**src/rtl/vip_color_pkg.sv**
```systemverilog
// Shared constants and state encoding for the VIP colour-space converters.
// Holds both the RGB->YCbCr (forward) and YCbCr->RGB (inverse) Q8 coefficients.
package vip_color_pkg;

    localparam int PROD_W = 17;
    localparam int SUM_W  = 19;

    // Inverse (YCbCr -> RGB) Q8 coefficients
    localparam logic signed [PROD_W-1:0] C_R_CR = 17'sd359;
    localparam logic signed [PROD_W-1:0] C_G_CB = 17'sd88;
    localparam logic signed [PROD_W-1:0] C_G_CR = 17'sd183;
    localparam logic signed [PROD_W-1:0] C_B_CB = 17'sd454;
    localparam logic signed [8:0]        C_OFFSET = 9'sd128;
    localparam logic signed [SUM_W-1:0]  C_ROUND  = 19'sd128;

    // Forward (RGB -> YCbCr) Q8 coefficients
    localparam int C_Y_R  = 77;
    localparam int C_Y_G  = 150;
    localparam int C_Y_B  = 29;
    localparam int C_CB_R = 43;
    localparam int C_CB_G = 85;
    localparam int C_CB_B = 128;
    localparam int C_CR_R = 128;
    localparam int C_CR_G = 107;
    localparam int C_CR_B = 21;

    typedef enum logic [2:0] {
        ST_IDLE = 3'd0,
        ST_MUL  = 3'd1,
        ST_SUM  = 3'd2,
        ST_OUT  = 3'd3,
        ST_WAIT = 3'd4
    } state_t;

endpackage

```
**src/rtl/vip_sat_u8.sv**
```systemverilog
// Takes a signed Q8 sum, drops the fraction (arithmetic shift by 8) and
// clamps the integer part into 0..255.
module vip_sat_u8
(
    input  logic signed [18:0] i_sum,
    output logic        [7:0]  o_u8
);

    // The fraction bits are discarded by the shift; rounding was already added upstream.
    logic w_unused_frac;
    assign w_unused_frac = ^i_sum[7:0];

    always_comb begin
        o_u8 = i_sum[15:8];
        if (i_sum[18]) begin
            o_u8 = 8'h00;
        end else if (|i_sum[17:16]) begin
            o_u8 = 8'hFF;
        end
    end

endmodule

```
**src/rtl/vip_ycbcr_rgb888.sv**
```systemverilog
// Full-range BT.601 YCbCr 4:4:4 -> RGB888, Q8 fixed point, one pixel in flight.
//   state | meaning
//   IDLE  | waiting for start, captures d_in
//   MUL   | chroma products registered
//   SUM   | per-channel Q8 sums registered
//   OUT   | saturate, write d_out, pulse all_end
//   WAIT  | hold until start drops
module vip_ycbcr_rgb888
(
    input  logic        i_clk,
    input  logic        i_rst,
    input  logic        i_start,
    input  logic [23:0] i_d_in,
    output logic        o_all_end,
    output logic [23:0] o_d_out
);
    import vip_color_pkg::*;

    state_t r_state;
    state_t w_state_nxt;

    logic w_cap;
    logic w_mul;
    logic w_sum;
    logic w_out;
    logic w_clr_end;

    logic        [7:0]       r_y;
    logic signed [8:0]       r_cb_s;
    logic signed [8:0]       r_cr_s;
    logic signed [PROD_W-1:0] r_pr;
    logic signed [PROD_W-1:0] r_pgb;
    logic signed [PROD_W-1:0] r_pgr;
    logic signed [PROD_W-1:0] r_pb;
    logic signed [SUM_W-1:0]  r_sr;
    logic signed [SUM_W-1:0]  r_sg;
    logic signed [SUM_W-1:0]  r_sb;
    logic signed [SUM_W-1:0]  w_y_q8;
    logic        [7:0]       w_r;
    logic        [7:0]       w_g;
    logic        [7:0]       w_b;
    logic        [23:0]      r_d_out;
    logic                    r_all_end;

    always_ff @(posedge i_clk) begin
        if (i_rst) begin
            r_state <= ST_IDLE;
        end else begin
            r_state <= w_state_nxt;
        end
    end

    always_comb begin
        w_state_nxt = r_state;
        case (r_state)
            ST_IDLE: if (i_start)  w_state_nxt = ST_MUL;
            ST_MUL:  if (i_start)  w_state_nxt = ST_SUM;
            ST_SUM:  if (i_start)  w_state_nxt = ST_OUT;
            ST_OUT:  if (i_start)  w_state_nxt = ST_WAIT;
            ST_WAIT: if (!i_start) w_state_nxt = ST_IDLE;
            default: w_state_nxt = ST_IDLE;
        endcase
    end

    // start low in MUL/SUM/OUT simply withholds the enables, which is the pause.
    always_comb begin
        w_cap     = 1'b0;
        w_mul     = 1'b0;
        w_sum     = 1'b0;
        w_out     = 1'b0;
        w_clr_end = 1'b0;
        case (r_state)
            ST_IDLE: w_cap     = i_start;
            ST_MUL:  w_mul     = i_start;
            ST_SUM:  w_sum     = i_start;
            ST_OUT:  w_out     = i_start;
            ST_WAIT: w_clr_end = 1'b1;
            default: ;
        endcase
    end

    assign w_y_q8 = $signed({3'b000, r_y, 8'h00});

    always_ff @(posedge i_clk) begin
        if (i_rst) begin
            r_y       <= '0;
            r_cb_s    <= '0;
            r_cr_s    <= '0;
            r_pr      <= '0;
            r_pgb     <= '0;
            r_pgr     <= '0;
            r_pb      <= '0;
            r_sr      <= '0;
            r_sg      <= '0;
            r_sb      <= '0;
            r_d_out   <= '0;
            r_all_end <= 1'b0;
        end else begin
            if (w_cap) begin
                r_y    <= i_d_in[23:16];
                r_cb_s <= $signed({1'b0, i_d_in[15:8]}) - C_OFFSET;
                r_cr_s <= $signed({1'b0, i_d_in[7:0]}) - C_OFFSET;
            end
            if (w_mul) begin
                r_pr  <= PROD_W'(r_cr_s) * C_R_CR;
                r_pgb <= PROD_W'(r_cb_s) * C_G_CB;
                r_pgr <= PROD_W'(r_cr_s) * C_G_CR;
                r_pb  <= PROD_W'(r_cb_s) * C_B_CB;
            end
            if (w_sum) begin
                r_sr <= w_y_q8 + SUM_W'(r_pr) + C_ROUND;
                r_sg <= w_y_q8 - SUM_W'(r_pgb) - SUM_W'(r_pgr) + C_ROUND;
                r_sb <= w_y_q8 + SUM_W'(r_pb) + C_ROUND;
            end
            if (w_out) begin
                r_d_out   <= {w_r, w_g, w_b};
                r_all_end <= 1'b1;
            end else if (w_clr_end) begin
                r_all_end <= 1'b0;
            end
        end
    end

    vip_sat_u8 u_sat_r (.i_sum(r_sr), .o_u8(w_r));
    vip_sat_u8 u_sat_g (.i_sum(r_sg), .o_u8(w_g));
    vip_sat_u8 u_sat_b (.i_sum(r_sb), .o_u8(w_b));

    assign o_d_out   = r_d_out;
    assign o_all_end = r_all_end;

endmodule

```
**config.mk**
```make
export PLATFORM = sky130hd
export DESIGN_NAME = vip_ycbcr_rgb888
export DESIGN_NICKNAME = d
export VERILOG_FILES = /design/src/rtl/vip_color_pkg.sv /design/src/rtl/vip_sat_u8.sv /design/src/rtl/vip_ycbcr_rgb888.sv
export SDC_FILE = /design/constraint.sdc
export NUM_CORES = 1
export LEC_CHECK = 0
export CAP_MARGIN = 20
export CORE_MARGIN = 8
export CORE_UTILIZATION = 50
export DETAILED_ROUTE_END_ITERATION = 10
export DONT_BUFFER_PORTS = 1
export GPL_TIMING_DRIVEN = 0
export PLACE_DENSITY_LB_ADDON = 0.05
export SLEW_MARGIN = 15
export SYNTH_ARGS = -nofsm -noshare
export SYNTH_HDL_FRONTEND = slang
export SYNTH_SLANG_ARGS = --single-unit
```
**constraint.sdc**
```tcl
create_clock -name i_clk -period 12.7 [get_ports i_clk]
set_input_delay 3.175 -clock i_clk [delete_from_list [all_inputs] [get_ports i_clk]]
set_output_delay 3.175 -clock i_clk [all_outputs]
set_load 0.01 [all_outputs]
```
==> impl_metrics.csv <==
group,metric,value,unit
run_status,outcome,"completed",
layout,fin_nets,1693,
floorplanning,initial_core_util,50.4,%
placed_design,hpwl,25800,microns
floorplanning,die_width,169,microns
layout,drive_above_1_share,3.91,%
floorplanning,die_area,0.0285,sq mm
synthesis,synth_top_area_share,23.3,%
power_and_ir_drop,seqPwrFrac,28.5,%
clock_network,h-tree-depth,4,
route,vias,9692,
placed_design,post_dp_cell_area,0.0121,sq mm
worst_setup_path,cpMaxStageDelayCell,"a2111oi_0",
power_and_ir_drop,ir_drop,0.0945,mV
worst_setup_path,path_buf_inv,3,
power_and_ir_drop,power.switching,0.000668,W
clock_network,clkTransAtPathRegs,0.07,ns
sta,period_needed,6.00,ns
route,dr.pass1.iters,5,
power_and_ir_drop,p_per_area,132,mW/mm^2
worst_setup_path,critPathTopFamily,"adder cells",
floorplanning,coreArea,0.0232,sq mm
worst_hold_path,hold_depth,2,
sta,tns,0,ns
synthesis,yosysWarnings,0,
worst_setup_path,cp_cell_sequence,"clkbuf_1 > inv_1 > ha_1 > xnor2_1 > fa_1 > fa_1 > fa_1 > inv_1 > ha_1 > o21ai_0 > o21ai_1 > a41oi_1 > nor3_1 > a2111oi_0 > a211oi_1",
global_route,first_global_vias,9492,
power_and_ir_drop,switching_share,39.9,%
placed_design,io_buffers,0,
layout,final_cell_mix,"inv_1 (185), ha_1 (176), nand2_1 (149)",
global_route,antenna_found_initial,0,
global_route,grt_use_total,23.2,%
layout,final_common_cell,"inv_1",
synthesis,ys_async_sr_fraction,0,%
synthesis,yosys.area.top_type,"dfxtp_1",
sta,fin_crit_sh,47.2,%
synthesis,synth-edff-count,0,
floorplanning,num_io_pins,52,
global_route,grt_max_degree,17,
sta,rsz0062_at_grt,"false",
worst_setup_path,r2r_start,"r_cr_s[7]",
sta,hold_ws,0.450,ns
synthesis,syn-instance-count,1401,
synthesis,synthesis.nets,1674,
worst_setup_path,reg2reg_depth,15,
synthesis,synth.area.top_cells,"dfxtp_1 (23%), ha_1 (19%), fa_1 (12%), inv_1 (5.9%), a21oi_1 (4.8%)",
worst_setup_path,worst-r2r-setup-slack,6.70,ns
sta,max_freq,167,MHz
synthesis,synth_area,0.0117,sq mm
worst_setup_path,crit_top_cell,"fa_1",
sta,tightest_slew,0.915,ns
layout,syn2layout_area_growth,8.70,%
clock_network,cts_resized,0,
layout,stdcell_count,1753,
clock_network,clock_latency,0.44,ns
layout,final_cell_area,0.0127,sq mm
worst_setup_path,crit_path_end_kind,"flop",
worst_setup_path,r2r-end,"r_pgr[16]",
clock_network,postCtsSetupBuffers,0,
layout,nFillCells,2219,
run,drv_cap,0,
worst_hold_path,min_to,"r_sr[17]",
clock_network,cts_sinks,136,
power_and_ir_drop,p_leak,5.76,nW
floorplanning,rows,56,
worst_hold_path,holdCritStartpoint,"r_sr[17]",
route,wl_per_cell,18.5,microns
placed_design,dp_cells,1720,
route,vias_per_cell,5.53,
synthesis,synth_ff_type,"dfxtp_1",
worst_setup_path,cp.arrival,6.26,ns
layout,register_area,0.00272,sq mm
global_route,grt_overflow,0,
worst_setup_path,critPathLaunchType,"flop",
clock_network,cts_max_path_buffers,2,
layout,final_util,54.8,%
sta,hold_viol,0,
synthesis,ys_types,76,
route,route.detailed.drc,0,
placed_design,globalplace.congestion,0.919,
worst_setup_path,crit_required,12.97,ns
clock_network,cts_tree,"built",
power_and_ir_drop,p_comb_share,40.0,%
synthesis,seq_area_frac_synth,23.3,%
clock_network,cts_buffers,17,
global_route,grt_first_pass_wirelength,51900,microns
power_and_ir_drop,p_clk_share,31.4,%
route,drt_iter0_drc,592,
synthesis,synth_area_per_cell,8.35,sq um
worst_setup_path,max_stage_delay,0.83,ns
clock_network,cts_hold_buf,0,
synthesis,synth-seq-cells,136,
worst_hold_path,hp-class,"reg2reg",
sta,skew,0.00980,ns
worst_setup_path,critical_path_class,"reg2reg",
worst_setup_path,cp_max_fo,11,
floorplanning,die_h,169,microns
sta,report.final.slew_viol_count,0,
route,wirelength,32500,microns
clock_network,root_buffer,"clkbuf_16",
power_and_ir_drop,internal-power,0.00101,W
sta,slew_headroom,37.4,%
sta,setup_violations,0,
layout,multi_input_area,0.00803,sq mm
route,drtAntennaViolNets,0,
==> final cells by class <==
class                   count  share of cell area, %
diodes                      1                 0.0197
plain buffers              64                   1.94
clock buffers              17                   3.35
clock inverters            15                   1.43
inverters                 186                   5.49
multi-input cells        1015                   63.2
flip-flops and latches    136                   21.4
well taps                 319                   3.14
==> worst register-to-register path: cells and delay by family, from the launching register on <==
kind / cells / cell delay [ns]
compound gates: 5 / 1.68
xor+xnor: 1 / 0.21
fa+ha+maj: 5 / 2.38
buf+inv: 3 / 0.79
flops: 1 / 0.69
simple gates: 1 / 0.09
==> flip-flops by register name, summed over array words and instances (netlist names) <==
signal / count
o_all_end: 1
o_d_out: 24
r_cb_s: 8
r_cr_s: 8
r_pb: 13
r_pgb: 11
r_pgr: 15
r_pr: 12
r_sb: 11
r_sg: 11
r_sr: 11
r_state: 3
r_y: 8
==> cell families (layout without fill, tap and decap cells) <==
family                     after synthesis  count (layout)  synth area share, %
adders and majority gates              246             246                 30.8
buffers and inverters                  250             282                 8.08
DFF                                    136             136                 23.3
other                                    0               1                    0
AOI/OAI and AO/OA                      288             288                 16.1
xor gates and xnor gates                48              48                 3.60
and+or+nand+nor                        423             423                 17.3
muxes                                   10              10                0.877
==> routing by layer <==
metal / track usage, % / routed length (microns) / up-vias
met5: 0 / 0 / -
met4: 7.73 / 674 / 0
met3: 3.52 / 1450 / 48
met2: 38.7 / 15100 / 219
met1: 30.2 / 15200 / 4566
li1: - / - / 4859
==> cells in the mapped netlist (5+ instances only) <==
cell type and instances:
nand2b_1 6, nor4b_1 8, a211oi_1 17, nand2_1 149, a31oi_1 14, fa_1 70, o21bai_1 6, nand3b_1 6
o21ai_1 11, dfxtp_1 136, or3_1 11, buf_2 5, nor2b_1 9, o21a_1 7, nand3_1 31, buf_1 9
o31ai_1 7, inv_1 185, or2_2 7, nor2_1 93, mux2i_1 8, a21o_1 24, nand4_1 13, xnor2_1 35
nor3_1 49, a21oi_1 113, a211o_1 5, o211ai_1 8, or4_1 14, nor4_1 7, o21ai_0 28, ha_1 176
clkbuf_1 50, xor2_1 13
==> power by group through the flow <==
stage | clock network, W | logic [W] | registers, W
after floorplan | 0 | 0.000504 | 0.000476
after global placement | 0 | 0.000653 | 0.000488
after detailed placement | 0 | 0.000661 | 0.000488
after CTS | 0.000531 | 0.000668 | 0.000479
after global routing | 0.000548 | 0.000759 | 0.000482
final | 0.000526 | 0.000671 | 0.000478
==> stage by stage <==
step                worst slack (ns)  total power, W
floorplan                       7.79        0.000979
global placement                6.75         0.00114
detailed placement              6.78         0.00115
CTS                             6.74         0.00168
global route                    6.31         0.00179
finish                          6.70         0.00168
==> how the worst max path moves through the flow <==
stage	from	cells past startpoint	endpoint	slack, ns
finish	r_cr_s[7]	15	r_pgr[16]	6.70
global route	r_cr_s[7]	15	r_pgr[16]	6.31
CTS	r_cr_s[7]	15	r_pgr[16]	6.74
detailed placement	r_cr_s[7]	15	r_pgr[16]	6.78
global placement	r_cr_s[7]	15	r_pgr[16]	6.75
floorplan	r_cr_s[7]	14	r_pr[16]	7.79
Note: power is estimated with default switching activity, not from simulation.
